===== src/rtl/blink_tick_gen_pkg.sv =====
// Shared definitions for the LED blink tick generator: debounce state
// encodings, default timing parameters and a width helper.
package blink_tick_gen_pkg;

  typedef enum logic [1:0] {
    ST_UP     = 2'd0,
    ST_CHK_DN = 2'd1,
    ST_DOWN   = 2'd2,
    ST_CHK_UP = 2'd3
  } db_state_e;

  localparam int DEF_CLK_HZ          = 50000000;
  localparam int DEF_DEBOUNCE_CYCLES = 1000000;
  localparam int DEF_NUM_RATES       = 4;

  // Keeps single-rate builds from producing a zero-width rate index.
  function automatic int rate_width(input int num_rates);
    return (num_rates > 1) ? $clog2(num_rates) : 1;
  endfunction

endpackage


===== src/rtl/blink_tick_gen_if.sv =====
// Board-side signal bundle of the blink tick generator: raw key in,
// tick/press strobes and current rate index out.
interface blink_tick_gen_if #(
  parameter int NUM_RATES = 4
);
  import blink_tick_gen_pkg::*;

  localparam int RATE_W = rate_width(NUM_RATES);

  logic              KEY_N;
  logic              TICK;
  logic              PRESS;
  logic [RATE_W-1:0] RATE_SEL;

  modport master (output KEY_N, input TICK, input PRESS, input RATE_SEL);
  modport slave  (input KEY_N, output TICK, output PRESS, output RATE_SEL);

endinterface


===== src/rtl/blink_tick_gen_key_debounce.sv =====
// Push-button conditioner: 2-flop synchroniser plus debounce FSM that emits
// a one-cycle press pulse once a low level has been stable long enough.
//
//   state     | meaning
//   ST_UP     | key accepted as released
//   ST_CHK_DN | low seen, qualifying the press
//   ST_DOWN   | key accepted as pressed
//   ST_CHK_UP | high seen, qualifying the release
module blink_tick_gen_key_debounce
  import blink_tick_gen_pkg::*;
#(
  parameter int DEBOUNCE_CYCLES = DEF_DEBOUNCE_CYCLES
) (
  input  logic clk_i,
  input  logic rst_i,
  input  logic key_n_i,
  output logic press_set_o,
  output logic press_o
);

  localparam int DB_W = $clog2(DEBOUNCE_CYCLES);
  localparam logic [DB_W-1:0] DB_LAST = DB_W'(DEBOUNCE_CYCLES - 1);

  logic            sync1_q, sync2_q;
  db_state_e       state_q, state_d;
  logic [DB_W-1:0] cnt_q, cnt_d;
  logic            press_q, press_d;

  always_comb begin
    state_d = state_q;
    cnt_d   = cnt_q;
    press_d = 1'b0;
    case (state_q)
      ST_UP: begin
        if (!sync2_q) begin
          state_d = ST_CHK_DN;
          cnt_d   = '0;
        end
      end
      ST_CHK_DN: begin
        if (sync2_q) begin
          state_d = ST_UP;
        end else if (cnt_q == DB_LAST) begin
          state_d = ST_DOWN;
          press_d = 1'b1;
        end else begin
          cnt_d = cnt_q + DB_W'(1);
        end
      end
      ST_DOWN: begin
        if (sync2_q) begin
          state_d = ST_CHK_UP;
          cnt_d   = '0;
        end
      end
      ST_CHK_UP: begin
        if (!sync2_q) begin
          state_d = ST_DOWN;
        end else if (cnt_q == DB_LAST) begin
          state_d = ST_UP;
        end else begin
          cnt_d = cnt_q + DB_W'(1);
        end
      end
      default: state_d = ST_UP;
    endcase
  end

  // Synchroniser resets to the released level so reset never looks like a press.
  always_ff @(posedge clk_i) begin
    if (rst_i) begin
      sync1_q <= 1'b1;
      sync2_q <= 1'b1;
      state_q <= ST_UP;
      cnt_q   <= '0;
      press_q <= 1'b0;
    end else begin
      sync1_q <= key_n_i;
      sync2_q <= sync1_q;
      state_q <= state_d;
      cnt_q   <= cnt_d;
      press_q <= press_d;
    end
  end

  // press_set_o lets the parent act on the same edge that raises press_o.
  assign press_set_o = press_d;
  assign press_o     = press_q;

endmodule


===== src/rtl/blink_tick_gen.sv =====
// Blink timing stage: debounced key steps through NUM_RATES speeds and a
// prescaler emits one TICK per selected period (CLK_HZ >> rate).
module blink_tick_gen
  import blink_tick_gen_pkg::*;
#(
  parameter int CLK_HZ          = DEF_CLK_HZ,
  parameter int DEBOUNCE_CYCLES = DEF_DEBOUNCE_CYCLES,
  parameter int NUM_RATES       = DEF_NUM_RATES
) (
  input logic             CLOCK_50,
  input logic             RESET,
  blink_tick_gen_if.slave bus
);

  localparam int RATE_W = rate_width(NUM_RATES);
  localparam int CNT_W  = $clog2(CLK_HZ);
  localparam logic [RATE_W-1:0] RATE_LAST = RATE_W'(NUM_RATES - 1);

  generate
    if (((CLK_HZ >> (NUM_RATES - 1)) < 2) || (DEBOUNCE_CYCLES < 2)) begin : g_bad_cfg
      $error("blink_tick_gen: slowest period must be >= 2 and DEBOUNCE_CYCLES >= 2");
    end
  endgenerate

  logic              press_set;
  logic              press;
  logic [RATE_W-1:0] rate_q, rate_d;
  logic [CNT_W-1:0]  cnt_q, cnt_d;
  logic              tick_q, tick_d;
  logic [31:0]       period_m1;
  logic              at_wrap;

  blink_tick_gen_key_debounce #(
    .DEBOUNCE_CYCLES(DEBOUNCE_CYCLES)
  ) u_key (
    .clk_i      (CLOCK_50),
    .rst_i      (RESET),
    .key_n_i    (bus.KEY_N),
    .press_set_o(press_set),
    .press_o    (press)
  );

  // A rate change restarts the period and swallows any tick due on that edge.
  always_comb begin
    rate_d = rate_q;
    if (press_set) begin
      rate_d = (rate_q == RATE_LAST) ? '0 : rate_q + RATE_W'(1);
    end
    period_m1 = (32'(CLK_HZ) >> rate_q) - 32'd1;
    at_wrap   = (32'(cnt_q) == period_m1);
    cnt_d     = cnt_q + CNT_W'(1);
    tick_d    = 1'b0;
    if (press_set) begin
      cnt_d = '0;
    end else if (at_wrap) begin
      cnt_d  = '0;
      tick_d = 1'b1;
    end
  end

  always_ff @(posedge CLOCK_50) begin
    if (RESET) begin
      rate_q <= '0;
      cnt_q  <= '0;
      tick_q <= 1'b0;
    end else begin
      rate_q <= rate_d;
      cnt_q  <= cnt_d;
      tick_q <= tick_d;
    end
  end

  assign bus.TICK     = tick_q;
  assign bus.PRESS    = press;
  assign bus.RATE_SEL = rate_q;

endmodule


===== src/flat_wrapper.sv =====
// flat-port wrapper written by rule: the top's interface ports become plain ports
module blink_tick_gen_flat import blink_tick_gen_pkg::*;
#(
  parameter int CLK_HZ          = DEF_CLK_HZ,
  parameter int DEBOUNCE_CYCLES = DEF_DEBOUNCE_CYCLES,
  parameter int NUM_RATES       = DEF_NUM_RATES
)
  (CLOCK_50, RESET, bus_KEY_N, bus_TICK, bus_PRESS, bus_RATE_SEL);
  blink_tick_gen_if #(.NUM_RATES(NUM_RATES)) bus_i ();
  input logic CLOCK_50;
  input logic RESET;
  input wire logic [$bits(bus_i.KEY_N)-1:0] bus_KEY_N;
  output wire logic [$bits(bus_i.TICK)-1:0] bus_TICK;
  output wire logic [$bits(bus_i.PRESS)-1:0] bus_PRESS;
  output wire logic [$bits(bus_i.RATE_SEL)-1:0] bus_RATE_SEL;
  assign bus_i.KEY_N = bus_KEY_N;
  assign bus_TICK = bus_i.TICK;
  assign bus_PRESS = bus_i.PRESS;
  assign bus_RATE_SEL = bus_i.RATE_SEL;
  blink_tick_gen #(.CLK_HZ(CLK_HZ), .DEBOUNCE_CYCLES(DEBOUNCE_CYCLES), .NUM_RATES(NUM_RATES)) u_core (.CLOCK_50(CLOCK_50), .RESET(RESET), .bus(bus_i));
endmodule

===== config.mk =====
export PLATFORM = sky130hd
export DESIGN_NAME = blink_tick_gen_flat
export DESIGN_NICKNAME = d
export VERILOG_FILES = /design/src/rtl/blink_tick_gen_pkg.sv /design/src/rtl/blink_tick_gen_if.sv /design/src/rtl/blink_tick_gen_key_debounce.sv /design/src/rtl/blink_tick_gen.sv /design/src/flat_wrapper.sv
export SDC_FILE = /design/constraint.sdc
export NUM_CORES = 1
export LEC_CHECK = 0
export CORE_UTILIZATION = 45
export DETAILED_ROUTE_END_ITERATION = 8
export PLACE_DENSITY_LB_ADDON = 0.2
export SLEW_MARGIN = 5
export SYNTH_ARGS = -nofsm -noshare
export SYNTH_HDL_FRONTEND = slang
export SYNTH_HIERARCHICAL = 1
export SYNTH_SLANG_ARGS = --single-unit
export TNS_END_PERCENT = 30

===== constraint.sdc =====
create_clock -name CLOCK_50 -period 3.7 [get_ports CLOCK_50]
set_input_delay 0.74 -clock CLOCK_50 [delete_from_list [all_inputs] [get_ports CLOCK_50]]
set_output_delay 0.74 -clock CLOCK_50 [all_outputs]
set_load 0.01 [all_outputs]

==> flow_summary_export.csv, run 1 <==
group,metric,value,unit
min_path,worstHoldStart,"u_core/u_key/sync1_q",
detailed_routing,drt_iter0_markers,73,
critical_path,cp_num_buf_inv,2,
synth,synth_nets,321,
synth,ys_ff_latch,54,
global_routing,grt_pass1_wl,8810,um
detailed_routing,drc,0,
critical_path,crit_required,3.89,ns
run,cap_violations,0,
detailed_routing,viasPerCell,5.41,
synth,synth_flop_cell,"dfxtp_1",
global_routing,antenna_found_initial,0,
critical_path,crit_family,"compound AO/OA/AOI/OAI gates",
critical_path,worstSetupPathType,"reg -> reg",
timing,fmax,362,MHz
die,die-height,79.1,um
min_path,hold_class,"reg -> reg",
global_routing,track_usage,17.7,%
die,coreArea,5610,sq um
synth,syn_area,2680,sq um
critical_path,worstSetupEndpointType,"flop",
critical_path,worstSetupStartpointType,"flop",
cts,root_buffer,"clkbuf_8",
timing,drv_slew,0,
global_routing,grt_pass1_vias,1956,
detailed_routing,routedWlPerCell,13.0,um
timing,fin_worst_skew,0.0101,ns
die,ioPinCount,7,
detailed_routing,drtAntennaViolNets,0,
critical_path,cp-startpoint,"u_core/bus.RATE_SEL[0]",
pwr,p_total,0.937,mW
global_routing,grt_overflow,0,
timing,slew_headroom,53.6,%
synth,async_reset_ff_share,0,%
pwr,p_per_area,325,nW/um^2
synth,synth_warnings,6,
final_layout,drive_gt1_share,6.85,%
timing,final.setup.tns,0,ns
die,dieArea,6260,sq um
place,place.gp.congestion,0.748,
critical_path,slowest_delay,0.53,ns
final_layout,layout_commonest_cell,"dfxtp_1",
run_status,status,"completed",
timing,hold_viol,0,
cts,cts_setup_buffers,0,
place,place.port_buffers,6,
cts,cts_resized,0,
critical_path,cp_max_fo,16,
synth,yosysSeqAreaShare,40.4,%
cts,htreeDepth,2,
cts,cts_tree,"done",
timing,final.period_utilization,74.6,%
global_routing,grt_max_degree,17,
place,hpwl,3590,um
final_layout,syn2layout_area_growth,7.62,%
detailed_routing,dr.pass1.iters,4,
critical_path,slowest_stage,"dfxtp_1",
pwr,ir_drop,0.173,mV
cts,cts_sinks,54,
timing,grt_setup_unrepaired,"false",
synth,synth_area_per_cell,8.64,sq um
critical_path,crit_arrival,2.95,ns
cts,ctsLongestPathBuffers,2,
synth,syn_inst,310,
synth,synth_top_area_share,40.4,%
cts,cts_buffers,5,
timing,period_needed,2.76,ns
timing,finalSetupViolations,0,
pwr,p_leak,0.938,nW
synth,ys_types,49,
cts,clock_latency,0.30,ns
critical_path,path_cells,"inv_1 -> ha_1 -> or3_1 -> o21a_1 -> o22a_1 -> o31ai_4 -> buf_4 -> nor2_1",
detailed_routing,wl,5110,um
final_layout,n_antenna_cell,0,
die,rows,27,
cts,cts.clk_slew.worst_paths,0.09,ns
die,initial_core_util,47.7,%
final_layout,nNetsFinal,332,
synth,synth_top_cell_by_area,"dfxtp_1",
cts,cts_hold_buf,0,
detailed_routing,vias,2128,
final_layout,layout_common_cells,"54 x dfxtp_1, 51 x nor2_1, 28 x nand2_1, 20 x xor2_1, 15 x xnor2_1",
timing,tightest_slew,0.691,ns
die,die_w,79.1,um
critical_path,regToRegStartpoint,"u_core/bus.RATE_SEL[0]",
synth,yosys-top-cells-area,"dfxtp_1 40%, nor2_1 7.1%, xor2_1 6.5%, xnor2_1 4.9%, nand2_1 3.9%",
synth,synth_edf_count,0,
==> Yosys cell counts (4+ instances only) <==
cell type and number:
dfxtp_1 54, nor2_1 51, nand2_1 28, xor2_1 20, xnor2_1 15, nand4_1 14
a21oi_1 13, nand3_1 13, o21ai_0 9, ha_1 8, a31oi_1 7, inv_1 7
nor3_1 7, nor4_1 6, or3_1 5, buf_6 4, nand2b_1 4, or2_2 4
==> state kept, by name, indices dropped and copies added (netlist names), named ones only <==
name and cells:
u_core/cnt_q 26, u_core/u_key/cnt_q 20, u_core/bus.RATE_SEL 2, u_core/bus.TICK 1, u_core/u_key/press_o 1, u_core/u_key/state_q 1, u_core/u_key/sync1_q 1, u_core/u_key/sync2_q 1
==> routing by layer <==
metal | part of all wire (%) | track usage, % | wire [um] | up-vias
li1 | - | - | - | 1117
met1 | 48 | 22.0 | 2450 | 988
met2 | 48 | 30.5 | 2480 | 19
met3 | 2.6 | 4.02 | 131 | 4
met4 | 1.0 | 4.91 | 52 | 0
met5 | 0 | 0 | 0 | -
==> power by group <==
group | switching [mW] | internal, mW
registers | 0.00771 | 0.588
clock network | 0.182 | 0.130
logic | 0.0174 | 0.0122
==> path summary, 6_finish.rpt <==
kind | endpoint | slack (ns) | depth (start not counted)
max reg2reg | u_core/cnt_q[15] | 0.94 | 8
min reg2reg | u_core/u_key/sync2_q | 0.41 | 1
max | u_core/cnt_q[15] | 0.94 | 8
min | u_core/u_key/sync2_q | 0.41 | 1
==> stage by stage <==
step                      instance area [sq um]  util [%]  instances  hold slack [ns]  setup slack [ns]
final                                      2880      51.4        393            0.414             0.939
after global routing                       2880      51.4        393            0.446             0.752
after floorplan                            2680         -        310            0.389              1.40
after CTS                                  2880      51.4        393            0.419             0.945
after global placement                     2800      50.0        386            0.390              1.00
after detailed placement                   2800      50.0        386            0.396             0.974
==> area by class of cell <==
| type | instances | area [sq um] |
|---|---|---|
| flip-flops and latches | 54 | 1080 |
| clock inverters | 1 | 7.51 |
| repair buffers | 10 | 90.1 |
| fillers | 560 | 2730 |
| clock buffers | 6 | 72.6 |
| well taps | 72 | 90.1 |
| multi-input cells | 243 | 1510 |
| inverters | 7 | 26.3 |
==> cell families after synthesis <==
family                   share of synthesized area (%)
multiplexers                                     0.748
AND/OR/NAND/NOR                                   28.9
flip-flops                                        40.4
adder cells (fa/ha/maj)                           3.74
AO/OA/AOI/OAI                                     11.7
buffers and inverters                             3.08
XOR/XNOR                                          11.4
No activity file was read; power rests on OpenSTA's default activity.
==> run 2, diff against run 1 <==
==> constraint.sdc (replaced) <==
create_clock -name CLOCK_50 -period 2.75 [get_ports CLOCK_50]
set_input_delay 0.55 -clock CLOCK_50 [delete_from_list [all_inputs] [get_ports CLOCK_50]]
set_output_delay 0.55 -clock CLOCK_50 [all_outputs]
set_load 0.01 [all_outputs]
==> run 2 against run 1 <==
Compared with the run above: register-to-register slack worse by 0.59 ns; sequential share of layout area fell by 0.27 points; global-route usage is 0.19 points lower; routed wire length fell by 1.0%; clock power increased by 43%; critical path depth rose by 1; via count up 1.7%; combinational power rose by 34%; sequential power up 34%; clock skew is 0.0031 ns lower; critical path type unchanged; largest cell class unchanged.
==> flow_summary_export.csv, run 2 (synthesis gave the netlist of run 1 again) <==
group,metric,value,unit
die,die_w,79.1,um
critical_path,cp_num_buf_inv,1,
place,place.port_buffers,6,
final_layout,largest_register_ffs,26,
min_path,min_to,"u_core/u_key/sync2_q",
cts,cts_setup_buffers,0,
die,dieArea,6260,sq um
critical_path,slowest_delay,0.43,ns
timing,drv_slew,0,
pwr,p_leak,0.951,nW
final_layout,drive_gt1_share,7.74,%
critical_path,r2r-end,"u_core/cnt_q[22]",
cts,clock_latency,0.31,ns
cts,cts_buffers,5,
final_layout,layout_commonest_cell,"dfxtp_1",
cts,cts.clk_slew.worst_paths,0.10,ns
critical_path,crit_family,"simple AND/OR/NAND/NOR gates",
timing,finalSetupViolations,0,
cts,ctsLongestPathBuffers,2,
pwr,seqPwrFrac,62.2,%
critical_path,crit_arrival,2.59,ns
global_routing,grt_overflow,0,
critical_path,cp_max_fo,25,
critical_path,worstSetupStartpointType,"flop",
timing,fmax,417,MHz
die,initial_core_util,47.7,%
cts,cts_hold_buf,0,
critical_path,path_cells,"ha_1 -> nand3_1 -> and4bb_1 -> nand3_1 -> nor3_1 -> nor2_1 -> o31ai_4 -> buf_4 -> nor2_1",
timing,tightest_slew,0.643,ns
run,cap_violations,0,
die,die-height,79.1,um
place,hpwl,3690,um
critical_path,regToRegStartpoint,"u_core/u_key/cnt_q[0]",
final_layout,n_antenna_cell,0,
cts,root_buffer,"clkbuf_8",
final_layout,regMostFlops,"u_core/cnt_q",
pwr,clkPwrFrac,34.7,%
pwr,ir_drop,0.193,mV
detailed_routing,vias,2165,
final_layout,nNetsFinal,333,
global_routing,grt_pass1_wl,8770,um
cts,htreeDepth,2,
timing,worst_slack,0.354,ns
detailed_routing,routedWlPerCell,12.8,um
detailed_routing,viasPerCell,5.48,
detailed_routing,drtAntennaViolNets,0,
min_path,hold_class,"reg -> reg",
critical_path,slowest_stage,"and4bb_1",
timing,hold_viol,0,
cts,cts_resized,0,
timing,final.setup.tns,0,ns
pwr,switching_share,23.0,%
critical_path,r2r_slack,0.35,ns
global_routing,track_usage,17.5,%
min_path,hold_depth,1,
global_routing,grt_max_degree,26,
critical_path,crit_required,2.95,ns
critical_path,worstSetupEndpointType,"flop",
detailed_routing,drc,0,
pwr,p_switching,0.296,mW
timing,final.period_utilization,87.1,%
run_status,status,"completed",
die,rows,27,
place,pre_cts_slack,0.377,ns
die,ioPinCount,7,
timing,fin_worst_skew,0.00706,ns
cts,cts_sinks,54,
min_path,worstHoldStart,"u_core/u_key/sync1_q",
timing,period_needed,2.40,ns
die,coreArea,5610,sq um
detailed_routing,wl,5060,um
pwr,p_per_area,444,nW/um^2
critical_path,worstSetupPathType,"reg -> reg",
critical_path,reg2regPathDepth,9,
timing,slew_headroom,57.0,%
pwr,p_int,0.991,mW
detailed_routing,dr.pass1.iters,4,
place,place.gp.congestion,0.782,
final_layout,fill_cells,573,
pwr,p_comb_share,3.1,%
global_routing,antenna_found_initial,0,
cts,cts_tree,"done",
detailed_routing,drt_iter0_markers,65,
global_routing,grt_pass1_vias,1993,
final_layout,layout_common_cells,"54 x dfxtp_1, 51 x nor2_1, 28 x nand2_1, 20 x xor2_1, 15 x xnor2_1",
timing,grt_setup_unrepaired,"false",
final_layout,syn2layout_area_growth,8.41,%
[run 2: worst max path at each step]
stage | from | end | slack (ns) | cells after the start
floorplan | u_core/bus.RATE_SEL[0] | u_core/cnt_q[15] | 0.45 | 8
global placement | u_core/u_key/cnt_q[0] | u_core/cnt_q[16] | 0.40 | 9
detailed placement | u_core/u_key/cnt_q[0] | u_core/cnt_q[13] | 0.38 | 9
CTS | u_core/u_key/cnt_q[0] | u_core/cnt_q[13] | 0.37 | 9
global route | u_core/u_key/cnt_q[0] | u_core/cnt_q[24] | 0.08 | 9
finish | u_core/u_key/cnt_q[0] | u_core/cnt_q[22] | 0.35 | 9
[run 2: metrics by stage]
step	util [%]	std cells	power [mW]	area, sq um	hold WS [ns]
after floorplan	-	310	0.846	2680	0.389
after global placement	50.1	387	0.858	2810	0.400
after detailed placement	50.1	387	0.859	2810	0.404
after CTS	51.8	395	1.31	2900	0.431
after global routing	51.8	395	1.35	2900	0.445
final	51.8	395	1.29	2900	0.428
[run 2: final cells by class]
type / count / area (sq um) / area share [%]
Clock buffer: 5 / 68.8 / 2.37
Clock inverter: 3 / 25.0 / 0.862
Inverter: 7 / 26.3 / 0.905
Multi-Input combinational cell: 243 / 1510 / 52.2
Sequential cell: 54 / 1080 / 37.2
Tap cell: 72 / 90.1 / 3.10
Timing Repair Buffer: 11 / 97.6 / 3.36
[run 2: metal layers]
| metal | wire length [um] | part of all wire (%) | up-vias | track usage (%) |
|---|---|---|---|---|
| li1 | - | - | 1133 | - |
| met1 | 2430 | 48 | 1013 | 20.5 |
| met2 | 2460 | 49 | 13 | 31.9 |
| met3 | 104 | 2.1 | 6 | 3.45 |
| met4 | 63 | 1.2 | 0 | 5.45 |
| met5 | 0 | 0 | - | 0 |
[run 2: power groups by stage]
stage	Clock [mW]	Combinational [mW]	Sequential, mW
after floorplan	0	0.0297	0.817
after global placement	0	0.0399	0.818
after detailed placement	0	0.0409	0.818
after CTS	0.472	0.0410	0.800
after global routing	0.498	0.0457	0.803
final	0.447	0.0398	0.800
[run 2: worst register-to-register path: stages (launching register included)]
cell and delay [ns]:
dfxtp_1 0.41, ha_1 0.24, nand3_1 0.20, and4bb_1 0.43, nand3_1 0.20, nor3_1 0.23, nor2_1 0.12, o31ai_4 0.06
buf_4 0.30, nor2_1 0.09
==> run 3, diff against run 2 <==
--- a/config.mk
+++ b/config.mk
@@ -7,7 +7,6 @@
 export LEC_CHECK = 0
 export CORE_UTILIZATION = 45
 export DETAILED_ROUTE_END_ITERATION = 8
-export PLACE_DENSITY_LB_ADDON = 0.2
 export SLEW_MARGIN = 5
 export SYNTH_ARGS = -nofsm -noshare
 export SYNTH_HDL_FRONTEND = slang
==> run 3 against run 2 <==
Compared with the run above: non-clock buffer count unchanged; largest power group unchanged; register-to-register slack got worse by 0.08 ns; largest cell class unchanged; setup slack lost 0.077 ns; global-route usage is 1.3 points higher.
==> flow_summary_export.csv, run 3 (synthesis gave the netlist of run 1 again) <==
group,metric,value,unit
global_routing,grt_max_degree,26,
global_routing,antenna_found_initial,0,
detailed_routing,drt_iter0_markers,96,
cts,htreeDepth,2,
final_layout,layout_common_cells,"54 x dfxtp_1, 51 x nor2_1, 28 x nand2_1, 20 x xor2_1, 15 x xnor2_1",
pwr,p_int,0.987,mW
die,coreArea,5610,sq um
timing,slew_headroom,55.7,%
global_routing,track_usage,18.8,%
detailed_routing,routedWlPerCell,12.8,um
final_layout,layout_commonest_cell,"dfxtp_1",
die,die_w,79.1,um
final_layout,largest_register_ffs,26,
place,pre_cts_slack,0.312,ns
cts,cts_resized,0,
pwr,p_per_area,440,nW/um^2
detailed_routing,drtAntennaViolNets,0,
cts,cts_buffers,5,
timing,finalSetupViolations,0,
cts,ctsLongestPathBuffers,2,
pwr,ir_drop,0.227,mV
detailed_routing,drc,0,
timing,final.period_utilization,89.9,%
detailed_routing,vias,2119,
final_layout,fill_cells,558,
place,place_inst,387,
die,dieArea,6260,sq um
critical_path,worstSetupStartpointType,"flop",
cts,cts_hold_buf,0,
cts,cts_setup_buffers,0,
timing,fin_worst_skew,0.0116,ns
run_status,status,"completed",
critical_path,worstSetupPathType,"reg -> reg",
final_layout,fin_util,51.6,%
timing,worst_slack,0.277,ns
run,cap_violations,0,
cts,cts.clk_slew.worst_paths,0.10,ns
place,place.gp.congestion,0.771,
final_layout,regMostFlops,"u_core/cnt_q",
final_layout,nNetsFinal,333,
cts,cts_sinks,54,
timing,tightest_slew,0.659,ns
global_routing,grt_pass1_vias,2027,
final_layout,n_antenna_cell,0,
timing,period_needed,2.47,ns
min_path,hold_class,"reg -> reg",
timing,drv_slew,0,
critical_path,crit_arrival,2.67,ns
pwr,seqPwrFrac,62.8,%
pwr,switching_share,22.6,%
die,die-height,79.1,um
die,initial_core_util,47.7,%
timing,grt_setup_unrepaired,"false",
critical_path,worstSetupEndpointType,"flop",
cts,clock_latency,0.31,ns
detailed_routing,wl,5070,um
critical_path,crit_required,2.94,ns
critical_path,cp_max_fo,25,
detailed_routing,dr.pass1.iters,4,
die,ioPinCount,7,
die,rows,27,
place,hpwl,3640,um
final_layout,final_cells,395,
timing,fmax,404,MHz
global_routing,grt_pass1_wl,9240,um
cts,cts_tree,"done",
detailed_routing,viasPerCell,5.36,
final_layout,syn2layout_area_growth,8.13,%
global_routing,grt_overflow,0,
final_layout,drive_gt1_share,7.43,%
pwr,p_comb_share,3.1,%
cts,root_buffer,"clkbuf_8",
place,place.port_buffers,6,
timing,final.setup.tns,0,ns
pwr,p_leak,0.952,nW
pwr,clkPwrFrac,34.1,%
timing,hold_viol,0,
pwr,p_switching,0.288,mW
==> run 3: cell types whose count changed in the layout (fill, tap and decap cells not counted) <==
cell        before  now
inv_6            1    0
clkbuf_1         0    1
clkinv_2         0    1
clkinvlp_4       1    0
==> run 3: power groups by stage <==
| stage | sequential [mW] | clock (mW) | combinational, mW |
|---|---|---|---|
| final | 0.801 | 0.434 | 0.0398 |
| after CTS | 0.801 | 0.459 | 0.0408 |
| after floorplan | 0.817 | 0 | 0.0297 |
| after global placement | 0.818 | 0 | 0.0404 |
| after global routing | 0.803 | 0.496 | 0.0453 |
| after detailed placement | 0.819 | 0 | 0.0407 |
==> run 3: per-layer routing <==
layer	up-vias	global-route usage, %	wire length (um)
met1	974	23.4	2470
met5	-	0	0
met3	10	4.37	103
li1	1119	-	-
met2	16	30.8	2380
met4	0	8.36	118
==> run 3: area by class of cell <==
cell class | count | area, sq um | share of cell area (%)
well taps | 72 | 90.1 | 3.11
multi-input cells | 243 | 1510 | 52.3
flip-flops and latches | 54 | 1080 | 37.3
clock inverters | 2 | 13.8 | 0.475
clock buffers | 6 | 72.6 | 2.51
inverters | 7 | 26.3 | 0.908
repair buffers | 11 | 97.6 | 3.37
==> run 3: worst paths after layout <==
| check | start | endpoint | slack, ns | cells past startpoint |
|---|---|---|---|---|
| setup reg to reg | u_core/bus.RATE_SEL[0] | u_core/cnt_q[18] | 0.28 | 8 |
| hold / removal | u_core/u_key/sync1_q | u_core/u_key/sync2_q | 0.42 | 1 |
| setup / recovery | u_core/bus.RATE_SEL[0] | u_core/cnt_q[18] | 0.28 | 8 |
| hold reg to reg | u_core/u_key/sync1_q | u_core/u_key/sync2_q | 0.42 | 1 |
==> run 3: metrics by stage <==
step | power (mW) | instance area, sq um | hold slack (ns)
after global placement | 0.858 | 2810 | 0.396
final | 1.27 | 2900 | 0.421
after global routing | 1.34 | 2900 | 0.447
after CTS | 1.30 | 2900 | 0.428
after floorplan | 0.846 | 2680 | 0.389
after detailed placement | 0.859 | 2810 | 0.403
==> run 3: worst max-delay path, cell delays in order (launching register included) <==
cell	delay, ns
dfxtp_1	0.39
buf_4	0.17
ha_1	0.29
nor2_1	0.06
a2111oi_0	0.46
nand4_1	0.29
o31ai_4	0.29
buf_4	0.31
nor2_1	0.08
